File: config.mk
export PLATFORM = sky130hd
export DESIGN_NAME = alu_decode_stage
export DESIGN_NICKNAME = d
export VERILOG_FILES = /design/src/rtl/alu_decode_stage.sv
export SDC_FILE = /design/constraint.sdc
export NUM_CORES = 1
export LEC_CHECK = 0
export CORE_MARGIN = 3
export CORE_UTILIZATION = 35
export CTS_CLUSTER_DIAMETER = 150
export DETAILED_ROUTE_END_ITERATION = 7
export PLACE_DENSITY_LB_ADDON = 0.12
export RECOVER_POWER = 100
export SLEW_MARGIN = 40
export SYNTH_ARGS = -nofsm -noshare
export SYNTH_HDL_FRONTEND = slang
export SYNTH_SLANG_ARGS = --single-unit
File: constraint.sdc
create_clock -name clk -period 1.75 [get_ports clk]
set_input_delay 0.175 -clock clk [delete_from_list [all_inputs] [get_ports clk]]
set_output_delay 0.175 -clock clk [all_outputs]
set_load 0.01 [all_outputs]
File: src/rtl/alu_decode_stage.sv
`default_nettype none
// ============================================================================
// Module   : alu_decode_stage
// Purpose  : Registered RV32I decode stage between IF/ID and execute. Turns a
//            raw instruction into a one-hot ALU control word, branch compare
//            select, operand-select and memory/writeback flags, and holds one
//            decoded bundle behind a valid/ready handshake with stall/flush.
// Ports    : clk, rst          - clock, synchronous active-high reset
//            in_valid/in_ready - upstream handshake, instr = raw instruction
//            flush             - kill held and incoming instruction
//            out_valid/out_ready - downstream handshake for the bundle
//            alu_ctrl          - one-hot op: ADD,SUB,SLL,SLT,SLTU,XOR,SRL,SRA,OR,AND
//            bropcode/is_branch - branch compare select (3'b010 when not a branch)
//            alu_src_imm, imm  - B operand select and sign-extended immediate
//            rs1/rs2/rd        - register indices
//            reg_write, mem_read, mem_write, illegal - control flags
//            instr_q           - registered raw instruction (debug)
// Revision : 1.0 - initial release
// ============================================================================
module alu_decode_stage #(
    parameter int XLEN         = 32,
    parameter bit RESET_PC_NOP = 1'b1
) (
    input  logic            clk,
    input  logic            rst,
    input  logic            in_valid,
    output logic            in_ready,
    input  logic [31:0]     instr,
    input  logic            flush,
    output logic            out_valid,
    input  logic            out_ready,
    output logic [9:0]      alu_ctrl,
    output logic [2:0]      bropcode,
    output logic            is_branch,
    output logic            alu_src_imm,
    output logic [XLEN-1:0] imm,
    output logic [4:0]      rs1,
    output logic [4:0]      rs2,
    output logic [4:0]      rd,
    output logic            reg_write,
    output logic            mem_read,
    output logic            mem_write,
    output logic            illegal,
    output logic [31:0]     instr_q
);

    localparam logic [6:0]  c_OP_R      = 7'b0110011;
    localparam logic [6:0]  c_OP_IMM    = 7'b0010011;
    localparam logic [6:0]  c_OP_LOAD   = 7'b0000011;
    localparam logic [6:0]  c_OP_STORE  = 7'b0100011;
    localparam logic [6:0]  c_OP_BRANCH = 7'b1100011;
    localparam logic [6:0]  c_OP_LUI    = 7'b0110111;
    localparam logic [6:0]  c_F7_BASE   = 7'b0000000;
    localparam logic [6:0]  c_F7_ALT    = 7'b0100000;
    // Non-branch compare select; the ALU branch unit yields 0 for this code.
    localparam logic [2:0]  c_BR_NONE   = 3'b010;
    localparam logic [31:0] c_RST_INSTR = RESET_PC_NOP ? 32'h0000_0013 : 32'h0;

    // funct3 -> one-hot ALU op; alt selects SUB/SRA on the 000/101 slots.
    function automatic logic [9:0] f3_onehot(input logic [2:0] f3, input logic alt);
        logic [9:0] oh;
        oh = '0;
        case (f3)
            3'b000:  oh = alt ? 10'h002 : 10'h001;
            3'b001:  oh = 10'h004;
            3'b010:  oh = 10'h008;
            3'b011:  oh = 10'h010;
            3'b100:  oh = 10'h020;
            3'b101:  oh = alt ? 10'h080 : 10'h040;
            3'b110:  oh = 10'h100;
            default: oh = 10'h200;
        endcase
        return oh;
    endfunction

    logic [6:0]  w_opcode;
    logic [2:0]  w_f3;
    logic [6:0]  w_f7;
    logic [31:0] w_imm_i;
    logic [31:0] w_imm_s;
    logic [31:0] w_imm_b;
    logic        w_load;

    assign w_opcode = instr[6:0];
    assign w_f3     = instr[14:12];
    assign w_f7     = instr[31:25];
    assign w_imm_i  = {{20{instr[31]}}, instr[31:20]};
    assign w_imm_s  = {{20{instr[31]}}, instr[31:25], instr[11:7]};
    assign w_imm_b  = {{20{instr[31]}}, instr[7], instr[30:25], instr[11:8], 1'b0};

    assign in_ready = (!out_valid || out_ready) && !flush;
    assign w_load   = in_valid && in_ready;

    logic            w_legal;
    logic [9:0]      w_alu;
    logic [2:0]      w_br;
    logic            w_isb;
    logic            w_src;
    logic            w_rw;
    logic            w_mr;
    logic            w_mw;
    logic [XLEN-1:0] w_imm;
    logic [4:0]      w_rs1;

    always_comb begin
        w_legal = 1'b1;
        w_alu   = '0;
        w_br    = c_BR_NONE;
        w_isb   = 1'b0;
        w_src   = 1'b0;
        w_rw    = 1'b0;
        w_mr    = 1'b0;
        w_mw    = 1'b0;
        w_imm   = '0;
        w_rs1   = instr[19:15];
        case (w_opcode)
            c_OP_R: begin
                w_legal = (w_f7 == c_F7_BASE) ||
                          ((w_f7 == c_F7_ALT) && ((w_f3 == 3'b000) || (w_f3 == 3'b101)));
                w_alu   = f3_onehot(w_f3, w_f7[5]);
                w_rw    = 1'b1;
            end
            c_OP_IMM: begin
                if (w_f3 == 3'b001) begin
                    w_legal = (w_f7 == c_F7_BASE);
                end else if (w_f3 == 3'b101) begin
                    w_legal = (w_f7 == c_F7_BASE) || (w_f7 == c_F7_ALT);
                end
                w_alu = f3_onehot(w_f3, (w_f3 == 3'b101) && w_f7[5]);
                w_src = 1'b1;
                w_rw  = 1'b1;
                // Shifts carry only the shift amount; funct7 is not immediate data.
                w_imm = ((w_f3 == 3'b001) || (w_f3 == 3'b101)) ? {27'b0, instr[24:20]} : w_imm_i;
            end
            c_OP_LOAD: begin
                w_legal = (w_f3 != 3'b011) && (w_f3 != 3'b110) && (w_f3 != 3'b111);
                w_alu   = 10'h001;
                w_src   = 1'b1;
                w_mr    = 1'b1;
                w_rw    = 1'b1;
                w_imm   = w_imm_i;
            end
            c_OP_STORE: begin
                w_legal = (w_f3 <= 3'b010);
                w_alu   = 10'h001;
                w_src   = 1'b1;
                w_mw    = 1'b1;
                w_imm   = w_imm_s;
            end
            c_OP_BRANCH: begin
                w_legal = (w_f3 != 3'b010) && (w_f3 != 3'b011);
                w_isb   = 1'b1;
                w_br    = w_f3;
                w_imm   = w_imm_b;
            end
            c_OP_LUI: begin
                w_alu = 10'h001;
                w_src = 1'b1;
                w_rw  = 1'b1;
                w_imm = {instr[31:12], 12'b0};
                w_rs1 = 5'd0;
            end
            default: w_legal = 1'b0;
        endcase
        // Illegal encodings still travel down as a valid bundle so execute can
        // trap, but with every side-effecting control cleared.
        if (!w_legal) begin
            w_alu = '0;
            w_br  = c_BR_NONE;
            w_isb = 1'b0;
            w_src = 1'b0;
            w_rw  = 1'b0;
            w_mr  = 1'b0;
            w_mw  = 1'b0;
            w_imm = '0;
        end
        if (instr[11:7] == 5'd0) begin
            w_rw = 1'b0;
        end
    end

    logic            r_valid;
    logic [9:0]      r_alu;
    logic [2:0]      r_br;
    logic            r_isb;
    logic            r_src;
    logic [XLEN-1:0] r_imm;
    logic [4:0]      r_rs1;
    logic [4:0]      r_rs2;
    logic [4:0]      r_rd;
    logic            r_rw;
    logic            r_mr;
    logic            r_mw;
    logic            r_ill;
    logic [31:0]     r_instr;

    always_ff @(posedge clk) begin
        if (rst || flush) begin
            r_valid <= 1'b0;
            r_alu   <= '0;
            r_br    <= c_BR_NONE;
            r_isb   <= 1'b0;
            r_src   <= 1'b0;
            r_imm   <= '0;
            r_rs1   <= '0;
            r_rs2   <= '0;
            r_rd    <= '0;
            r_rw    <= 1'b0;
            r_mr    <= 1'b0;
            r_mw    <= 1'b0;
            r_ill   <= 1'b0;
            r_instr <= c_RST_INSTR;
        end else if (w_load) begin
            r_valid <= 1'b1;
            r_alu   <= w_alu;
            r_br    <= w_br;
            r_isb   <= w_isb;
            r_src   <= w_src;
            r_imm   <= w_imm;
            r_rs1   <= w_rs1;
            r_rs2   <= instr[24:20];
            r_rd    <= instr[11:7];
            r_rw    <= w_rw;
            r_mr    <= w_mr;
            r_mw    <= w_mw;
            r_ill   <= !w_legal;
            r_instr <= instr;
        end else if (out_ready) begin
            // Drain: only valid drops; the payload is left untouched.
            r_valid <= 1'b0;
        end
    end

    assign out_valid   = r_valid;
    assign alu_ctrl    = r_alu;
    assign bropcode    = r_br;
    assign is_branch   = r_isb;
    assign alu_src_imm = r_src;
    assign imm         = r_imm;
    assign rs1         = r_rs1;
    assign rs2         = r_rs2;
    assign rd          = r_rd;
    assign reg_write   = r_rw;
    assign mem_read    = r_mr;
    assign mem_write   = r_mw;
    assign illegal     = r_ill;
    assign instr_q     = r_instr;

endmodule
`default_nettype wire
After elaboration in Yosys (flattened, before gate mapping)
Cells that the tools add are included.

RAM bits: 0. Memories: 0. Latch bits: 0. Logic and storage cells: 85. Flip-flop bits (word level): 99. ROM bits: 0.

$mul: 0. Divide/modulo/power cells: 0. Mux-type cells: 30. Shift-type cells: 0. Bitwise operators: 0. Reductions and logical operators: 23. Equality and inequality tests: 17. Order comparisons: 1. $add $sub $neg: 0.

Operator list (count): $pmux 32 s5 (1); $pmux 10 s7 (2); $mux 32 (2); $pmux 10 s3 (1); $eq 7x6->1 const B (4); $mux 8 (2); $mux 1 (15); $mux 10 (1); $eq 3x3->1 const B (3); $reduce_or 4->1 (2); $eq 7x2->1 const B (1); $eq 7x5->1 const B (1); $eq 7x7->1 const B (1); $logic_and 1x1->1 (7); $logic_not 7->1 (1); $eq 3x2->1 const B (2); $logic_or 1x1->1 (6); $mux 3 (2); $ne 3x2->1 const B (2); $ne 3x3->1 const B (2); $pmux 1 s6 (1); $logic_not 5->1 (1); $mux 5 (1); $mux 2 (2); other kinds (6) (8).

Depth between registers and ports, before layout
Gate-level depths: netlist of run 1.

Word-level depth: 7. Mapped depth: 8. Depth with buffers taken out: 5.

Worst setup path before layout of run 1
Ideal clock, no wire load.

Kind: input to register. Start point: input port instr[6]. End point: register r_imm[31] (netlist: imm[31]). Stages: 6. Required time: 1.654 ns. Setup time: 0.096 ns. Arrival time: 1.515 ns. Buffers on the path: 1. Slack: 0.139 ns. Cell sequence: and4bb_2 > nand2b_2 > nor4_4 > o21ai_2 > buf_6 > o41ai_2.

Word-level cells in the longest chain between the ends: 3. Elaborated cells on any way between the ends: 9. Classes of those cells: eq/ne: 6; mux: 3.

RTL lines: start: declaration (line 28) `input logic [31:0] instr,`; $eq 7x6->1, or another cell as far along (line 116) `case (w_opcode)`; $pmux 1 s6 / $pmux 32 s5 (equally long branches) (line 116); $mux 32 * (line 167) `if (!w_legal) begin`; end signal: assignment (line 219) `r_imm <= w_imm;`; end: declaration (line 187) `logic [XLEN-1:0] r_imm;`.

Mark *: on every way between the ends. The rest lies on a longest branch, timed or not. A chain may end at the register's enable or synchronous reset.

Worst setup path in the final report of run 1
Start point: input port instr[26]. End point: register r_alu[5] (netlist: alu_ctrl[5]).

Word-level cells in the longest chain between the ends: 6. Elaborated cells on any way between the ends: 9. Classes of those cells: eq/ne: 1; mux: 4; reduce/logical: 4.

RTL lines: $eq 7x6->1 / $logic_not 7->1 (equally long branches); $logic_or 1x1->1 (line 127) `w_legal = (w_f7 == c_F7_BASE) || (w_f7 == c_F7_ALT);`; $mux 1 (line 126) `end else if (w_f3 == 3'b101) begin`; $mux 1 (line 124) `if (w_f3 == 3'b001) begin`; $pmux 1 s6 * (line 116); $mux 10 * (line 167); end signal: assignment (line 215) `r_alu <= w_alu;`; end: declaration (line 183) `logic [9:0] r_alu;`.

Marks and branches as above.

==> flow_summary.yaml, run 1 <==
clock_network:
  cts_buffers: 9
  cts_buffer_depth: 2
  cts.sinks: 89
  cts_tree: "built"
  htree_levels: 3
  path_clk_slew_ns: 0.09
  root_buffer: "clkbuf_8"
  clk_latency_ns: 0.36
cells_and_area:
  area_delta_synth_final_pct: 58.7
  stdcell_count: 784
  final_util_pct: 58.3
  drive_above_1_share_pct: 14.6
  diodes: 0
  final_nets: 683
sta:
  fin_crit_ns: 1.67
  min_period_over_period_pct: 95.5
  finalClockSkew_ns: 0.0103
  worst_pin_slew_ns: 0.625
  grt_setup_unrepaired: "no"
  slew_violations: 0
  finalHoldViolCount: 0
  fmax_mhz: 598
  slew_headroom_pct: 58.3
  setup_viol: 0
logic_synthesis:
  yosysTopAreaCell: "dfxtp_1"
  synthesis.nets: 506
  netlist-cell-type-count: 42
  synth_warnings: 0
  ys_ff_latch: 89
  synth.top_cell.area_share_pct: 48.5
  syn_avg_cell_area_um2: 7.84
  syn_area_um2: 3670
  synth_cells: 469
  yosys-top-cells-area: "dfxtp_1 (48%), nand2_1 (13%), a21oi_1 (8.0%)"
  ys_seq_area_share_pct: 48.5
drt:
  routed_wl_um: 11800
  wl_met1_um: 5120
  first_iter_violations: 131
  drc: 0
  wl_per_cell_um: 15.0
  wl_met3_um: 855
  top_layer: "met4"
  final_antenna_net_count: 0
  vias: 3827
  route.met2.wl_um: 5670
  drt-pass1-iter-count: 4
  viasPerCell: 4.88
pwr:
  powerDensity_nw_per_um2: 692
  cellLeakagePower_nw: 2.42
  peakVddDrop_v: 0.000382
  pwr-share-clk_pct: 36.7
  pwr-share-comb_pct: 12.3
  power_frac_seq_pct: 51.0
  total_power_mw: 4.03
  swShare_pct: 25.7
  p_int_mw: 3.00
  power.switching_mw: 1.04
worst_setup_path:
  critPathLaunchType: "input port"
  required_ns: 2.01
  slowest_delay_ns: 0.46
  cp_cell_sequence: "clkdlybuf4s50_1 -> nor4_4 -> buf_4 -> a2bb2oi_1 -> nor4_4 -> buf_4 -> nand2b_1 -> o41ai_1"
  crit_type: "in2reg"
  critPathTopFamily: "buffers and inverters"
  cp_max_fo: 4
  path_buf_inv: 3
  r2r_slack_ns: 0.22
  cp-end-kind: "register"
  worst_path_max_delay_cell: "clkdlybuf4s50_1"
  crit_arrival_ns: 1.93
placed_design:
  dp_hpwl_um: 9050
  place.gp.congestion: 0.829
  io_buffers: 136
  numPlacedInstances: 767
outcome:
  status: "completed"
floorplan:
  die_w_um: 108
  start_util_pct: 36.7
  io_pins: 137
  die_h_um: 108
  fp-row-count: 36
  core_um2: 10000
  die-area_um2: 11800
grt:
  grt_pass1_wl_um: 18700
  grt_pass1_vias: 3690
  grt_remaining_overflow: 0
  grt_start_max_net_pins: 42
  antenna_found_initial: 0
  grt_use_total_pct: 20.4
run:
  maxCapViolCount: 0
worst_hold_path:
  hold_class: "in2reg"
==> cell usage after synthesis, drive strengths merged <==
master,count
a32oi,4
nand2,130
o31ai,1
a2111oi,2
nand2b,9
o41ai,4
clkbuf,26
o22a,2
a22oi,6
nor2,23
or4,1
nand4b,1
o22ai,2
nand4,3
a2bb2oi,1
or3,1
nand3b,2
nor4,4
nor3,6
a222oi,1
nor2b,7
o21ai,43
inv,4
dfxtp,89
and4bb,1
and3,1
or2,1
nand3,13
and2,1
o32ai,1
a21oi,59
o211ai,2
buf,18
==> per-stage QoR <==
step / area [um2] / TNS [ns] / hold WS (ns) / setup WS, ns
final: 5830 / 0 / 0.112 / 0.0786
after global routing: 5830 / 0 / 0.157 / 0.00155
after global placement: 5600 / -17.48 / 0.435 / -0.384
after detailed placement: 5600 / -21.19 / 0.443 / -0.489
after CTS: 5830 / 0 / 0.414 / 0.00381
after floorplan: 3670 / 0 / 0.284 / 0.139
==> power groups by stage <==
stage          logic, mW  registers, mW  clock network, mW
2_1_floorplan      0.189           2.11                  0
3_3_place_gp       0.507           2.10                  0
3_5_place_dp       0.512           2.10                  0
4_1_cts            0.518           2.06               1.53
5_1_grt            0.543           2.06               1.61
6_report           0.498           2.06               1.48
==> worst paths after layout <==
kind / startpoint / to / cells after the start
setup reg to reg: out_valid$_SDFFE_PP0P_ / rs1[3]$_SDFFE_PP0P_ / 6
hold reg to reg: imm[28]$_SDFFE_PP0P_ / imm[28]$_SDFFE_PP0P_ / 2
setup / recovery: instr[26] / alu_ctrl[5]$_SDFFE_PP0P_ / 8
hold / removal: instr[1] / instr_q[1]$_SDFFE_PP1P_ / 3
==> sequential cells by signal (all words and copies together), names as in the netlist <==
name and flops:
reg_write 1, bropcode 3, alu_src_imm 1, mem_read 1, alu_ctrl 10, mem_write 1, is_branch 1, imm 32
rs2 4, illegal 1, rs1 5, instr_q 24, out_valid 1, rd 4
==> worst min-delay path, cell delays in order <==
cell	delay, ns
dlymetal6s2s_1	0.14
nand2_1	0.06
nand3_1	0.07
==> cell families (layout without fill, tap and decap cells) <==
family	Yosys count	after routing	share of synthesized area, %
DFF	89	89	48.5
buffers and inverters	48	230	6.37
AOI/OAI and AO/OA	128	128	20.5
and+or+nand+nor	204	204	24.7
==> final cells by class <==
class	instances	area [um2]
clock buffers	10	138
clock inverters	6	71.3
fillers	946	4170
inverters	4	15.0
multi-input cells	332	1700
flip-flops and latches	89	1780
well taps	133	166
repair buffers	210	1960
==> cell usage in the layout, fill, tap and decap left out, types with 12 or more instances in the layout <==
cell               n
o21ai_0           32
nand3_1           12
nand2_1          130
dfxtp_1           89
clkdlybuf4s50_1   27
a21oi_1           58
buf_4             59
nor2_1            23
dlygate4sd3_1    100
==> routing by layer <==
metal / vias to the layer above / global-route usage, %
met2: 106 / 33.6
met1: 1766 / 26.2
met4: 0 / 6.04
met3: 8 / 5.31
met5: - / 0
li1: 1947 / -
==> timing repair <==
item / CTS / global route
hold buffers: 0 / 0
cloned: 0 / 0
pin swaps: 1 / 5
buffers inserted: 0 / 1
resized for setup: 4 / 23
endpoints found under the setup margin: 40 / 49
(Power assumes the default switching activity.)
==> inputs of run 2 (changes only) <==
- clock period: 1.75 -> 2.1 ns (I/O delays scaled with it)
==> flow_summary.yaml, run 2 (synthesized netlist as in run 1, its figures left out) <==
outcome:
  status: "completed"
pwr:
  cellLeakagePower_nw: 2.24
  swShare_pct: 27.2
  power_frac_seq_pct: 52.8
  peakVddDrop_v: 0.000300
  p_int_mw: 2.36
  power.switching_mw: 0.884
  total_power_mw: 3.25
  pwr-share-comb_pct: 12.0
  pwr-share-clk_pct: 35.2
  powerDensity_nw_per_um2: 578
grt:
  antenna_found_initial: 0
  grt_use_total_pct: 20.1
  grt_remaining_overflow: 0
  grt_pass1_wl_um: 18400
  grt_start_max_net_pins: 45
  grt_pass1_vias: 3579
worst_setup_path:
  critPathTopFamily: "buffers and inverters"
  r2r-start: "out_valid$_SDFFE_PP0P_"
  startpoint: "flush"
  cp_max_fo: 44
  cp_cell_sequence: "dlygate4sd3_1 -> or2_2 -> clkbuf_2 -> o41ai_1"
  path_buf_inv: 2
  crit_arrival_ns: 2.20
  critPathLaunchType: "input port"
  cp_num_cells: 4
  worst_path_max_delay_cell: "dlygate4sd3_1"
  crit_type: "in2reg"
  required_ns: 2.36
  reg2reg_depth: 5
  cp-end-kind: "register"
  slowest_delay_ns: 0.59
cells_and_area:
  n_fill_cell: 947
  largest_reg_flops: 32
  final_util_pct: 56.1
  final_nets: 660
  drive_above_1_share_pct: 11.8
  diodes: 0
  area_delta_synth_final_pct: 52.8
  final_common_cell: "nand2_1"
  mostFrequentLayoutCells: "nand2_1 (130), dlygate4sd3_1 (103), dfxtp_1 (89), a21oi_1 (58), buf_4 (42)"
  fin_area_um2: 5610
clock_network:
  holdBufCountCts: 0
  htree_levels: 3
  cts_tree: "built"
  cts_buffer_depth: 2
  clk_latency_ns: 0.37
  cts.sinks: 89
  cts_resized: 0
  cts_buffers: 9
  postCtsSetupBuffers: 0
  path_clk_slew_ns: 0.10
  root_buffer: "clkbuf_8"
drt:
  routed_wl_um: 11700
  viasPerCell: 4.96
  first_iter_violations: 135
  top_layer: "met4"
  drt-pass1-iter-count: 5
  route.met2.wl_um: 5600
  wl_met1_um: 5390
  vias: 3773
  final_antenna_net_count: 0
  drc: 0
  wl_per_cell_um: 15.4
  wl_met3_um: 648
sta:
  setup_viol: 0
  layout_setup_ws_ns: 0.169
  slew_violations: 0
  finalHoldViolCount: 0
  grt_setup_unrepaired: "no"
  worst_pin_slew_ns: 0.893
  finalClockSkew_ns: 0.0106
  fmax_mhz: 518
  min_period_over_period_pct: 92.0
  slew_headroom_pct: 40.5
  fin_hold_ws_ns: 0.454
  fin_crit_ns: 1.93
placed_design:
  dp_hpwl_um: 8880
  io_buffers: 136
  placed_area_um2: 5450
  place_ws_ns: -0.139
  place.gp.congestion: 0.875
floorplan:
  die_h_um: 108
  core_um2: 10000
  die_w_um: 108
  fp-row-count: 36
  io_pins: 137
  start_util_pct: 36.7
  die-area_um2: 11800
run:
  maxCapViolCount: 0
worst_hold_path:
  min_path_cells: 2
  hold_class: "reg2reg"
  min-delay-start: "alu_ctrl[7]$_SDFFE_PP0P_"
==> run 2: power groups by stage <==
stage	sequential, mW	combinational, mW	clock [mW]
after floorplan	1.76	0.157	0
after global placement	1.75	0.401	0
after detailed placement	1.75	0.403	0
after CTS	1.71	0.404	1.16
after global routing	1.72	0.422	1.23
final	1.71	0.391	1.14
==> run 2: layout make-up <==
class,count,area (um2),share of cell area [%]
repair buffers,187,1790,32.0
well taps,133,166,2.96
inverters,4,15.0,0.267
clock inverters,6,51.3,0.914
clock buffers,10,138,2.45
multi-input cells,332,1670,29.7
flip-flops and latches,89,1780,31.7
==> run 2: stage by stage <==
stage	setup TNS, ns	std cells
6_report	0	761
5_1_grt	0	761
4_1_cts	0	761
3_5_place_dp	-3.58	745
3_3_place_gp	-2.68	745
2_1_floorplan	0	469
==> run 2: per-layer routing <==
metal | GRT usage [%] | vias up
met3 | 4.54 | 9
met1 | 25.7 | 1758
met5 | 0 | -
met2 | 33.3 | 108
met4 | 6.76 | 0
li1 | - | 1898
==> run 2: worst paths after layout <==
kind | slack, ns | end
hold / removal | 0.45 | alu_ctrl[7]$_SDFFE_PP0P_
hold reg to reg | 0.45 | alu_ctrl[7]$_SDFFE_PP0P_
setup reg to reg | 0.37 | instr_q[31]$_SDFFE_PP0P_
setup / recovery | 0.17 | alu_ctrl[5]$_SDFFE_PP0P_
==> run 2: worst min-delay path: stages (launching register included) <==
cell and delay [ns]:
dfxtp_1 0.33, nand2_1 0.04, o21ai_0 0.05
==> inputs of run 3 (changes only) <==
- CTS_BUF_LIST: unset -> sky130_fd_sc_hd__clkbuf_8
- DONT_BUFFER_PORTS: unset -> 1
- SLEW_MARGIN: 40 -> 20
==> flow_summary.yaml, run 3 (synthesized netlist as in run 1, its figures left out) <==
outcome:
  status: "completed"
grt:
  antenna_found_initial: 0
  grt_pass1_vias: 3201
  grt_use_total_pct: 20.1
  grt_start_max_net_pins: 53
  grt_pass1_wl_um: 18100
  grt_remaining_overflow: 0
cells_and_area:
  n_fill_cell: 1049
  layout.area.seq_um2: 1780
  mostFrequentLayoutCells: "nand2_1 (130), dfxtp_1 (89), a21oi_1 (58), o21ai_0 (42), dlygate4sd3_1 (34)"
  drive_above_1_share_pct: 6.60
  largest_reg_flops: 32
  final_nets: 518
  final_common_cell: "nand2_1"
  area_delta_synth_final_pct: 16.4
  multiInputGateArea_um2: 1660
  diodes: 0
  final_util_pct: 42.8
drt:
  wl_per_cell_um: 19.2
  drc: 0
  viasPerCell: 5.29
  first_iter_violations: 250
  final_antenna_net_count: 0
  routed_wl_um: 11800
  vias: 3270
  drt-pass1-iter-count: 5
worst_setup_path:
  crit_type: "reg2reg"
  cp_max_fo: 27
  r2r-start: "out_valid$_SDFFE_PP0P_"
  cp_cell_sequence: "nand2b_1 -> and3_1 -> buf_12 -> nand3_1 -> a21oi_1"
  critPathLaunchType: "register"
  regToRegEndpoint: "alu_ctrl[2]$_SDFFE_PP0P_"
  worst_path_max_delay_cell: "and3_1"
  cp-end-kind: "register"
  crit_arrival_ns: 2.03
  required_ns: 2.38
  slowest_delay_ns: 0.58
  reg2reg_depth: 5
  r2r_slack_ns: 0.35
floorplan:
  die_h_um: 108
  fp-row-count: 36
  die_w_um: 108
  die-area_um2: 11800
  core_um2: 10000
  io_pins: 137
  start_util_pct: 36.7
clock_network:
  cts_tree: "built"
  clk_latency_ns: 0.35
  htree_levels: 3
  cts.sinks: 89
  path_clk_slew_ns: 0.08
  cts_resized: 0
  root_buffer: "clkbuf_8"
  cts_buffer_depth: 2
  cts_buffers: 9
sta:
  finalClockSkew_ns: 0.00487
  setup_viol: 0
  min_period_over_period_pct: 83.2
  fin_crit_ns: 1.75
  slew_headroom_pct: 44.4
  grt_setup_unrepaired: "no"
  fmax_mhz: 573
  finalHoldViolCount: 0
  slew_violations: 0
  worst_pin_slew_ns: 0.834
  setup_tns_ns: 0
pwr:
  peakVddDrop_v: 0.000379
  swShare_pct: 23.5
  cellLeakagePower_nw: 1.41
  power.switching_mw: 0.738
  powerDensity_nw_per_um2: 735
  pwr-share-comb_pct: 7.4
  power_frac_seq_pct: 54.9
  pwr-share-clk_pct: 37.6
  p_int_mw: 2.41
worst_hold_path:
  min-delay-start: "instr[16]"
  whs_endpoint: "rs1[1]$_SDFFE_PP0P_"
  hold_class: "in2reg"
  min_path_cells: 2
placed_design:
  io_buffers: 0
  place.gp.congestion: 0.785
  dp_hpwl_um: 7840
run:
  maxCapViolCount: 0
==> run 3: changes by cell type in the layout (fill, tap and decap cells not counted), moves of 2 or more <==
| cell | previous run | this run |
|---|---|---|
| inv_1 | 4 | 6 |
| buf_12 | 5 | 3 |
| clkbuf_1 | 2 | 0 |
| clkdlybuf4s50_1 | 33 | 0 |
| dlygate4sd3_1 | 103 | 34 |
| clkinv_4 | 2 | 0 |
| buf_4 | 42 | 7 |
| clkinvlp_4 | 3 | 1 |
==> run 3: stage by stage <==
stage	power (mW)	cells	instance area, um2	setup WS, ns	hold WS (ns)
after global placement	1.94	569	3760	0.301	0.317
after global routing	3.29	618	4280	0.189	0.00885
after floorplan	1.92	469	3670	0.454	0.319
after CTS	3.19	618	4300	0.493	0.00162
after detailed placement	1.95	569	3760	0.218	0.321
final	3.14	618	4280	0.353	0.0116
==> run 3: cell type report <==
cell class | count | share of cell area, %
multi-input cells | 332 | 38.8
repair buffers | 45 | 10.7
inverters | 4 | 0.351
flip-flops and latches | 89 | 41.6
well taps | 133 | 3.89
clock buffers | 11 | 3.54
clock inverters | 4 | 1.05
==> run 3: worst max-delay path, delay by kind of cell, from the launching register on <==
family	cells	cell delay [ns]
AO/OA/AOI/OAI	1	0.16
buffers and inverters	1	0.25
flip-flops	1	0.37
AND/OR/NAND/NOR	3	0.88
==> run 3: worst max path at each step <==
stage / from / end / slack [ns] / cells past startpoint
2_1_floorplan: instr[6] / imm[31]$_SDFFE_PP0P_ / 0.45 / 6
3_3_place_gp: instr[25] / imm[8]$_SDFFE_PP0P_ / 0.30 / 6
3_5_place_dp: instr[25] / imm[25]$_SDFFE_PP0P_ / 0.22 / 6
4_1_cts: out_valid$_SDFFE_PP0P_ / imm[17]$_SDFFE_PP0P_ / 0.49 / 6
5_1_grt: out_valid$_SDFFE_PP0P_ / imm[31]$_SDFFE_PP0P_ / 0.19 / 5
6_report: out_valid$_SDFFE_PP0P_ / alu_ctrl[2]$_SDFFE_PP0P_ / 0.35 / 5
==> run 3: repair_timing <==
item                      CTS  global route
hold buffers               34             0
buffers inserted            0             0
hold endpoints to repair   46             0
==> run 3: power groups by stage <==
stage / Combinational (mW) / Clock [mW] / Sequential (mW)
final: 0.234 / 1.18 / 1.73
after detailed placement: 0.178 / 0 / 1.77
after CTS: 0.238 / 1.22 / 1.73
after global routing: 0.261 / 1.30 / 1.73
after floorplan: 0.157 / 0 / 1.76
after global placement: 0.176 / 0 / 1.77
==> run 3: metal layers <==
metal | wire length [um] | global-route usage, % | vias up
li1 | - | - | 1608
met1 | 5110 | 26.1 | 1539
met2 | 5470 | 30.9 | 114
met3 | 1100 | 7.70 | 9
met4 | 164 | 6.22 | 0
met5 | 0 | 0 | -
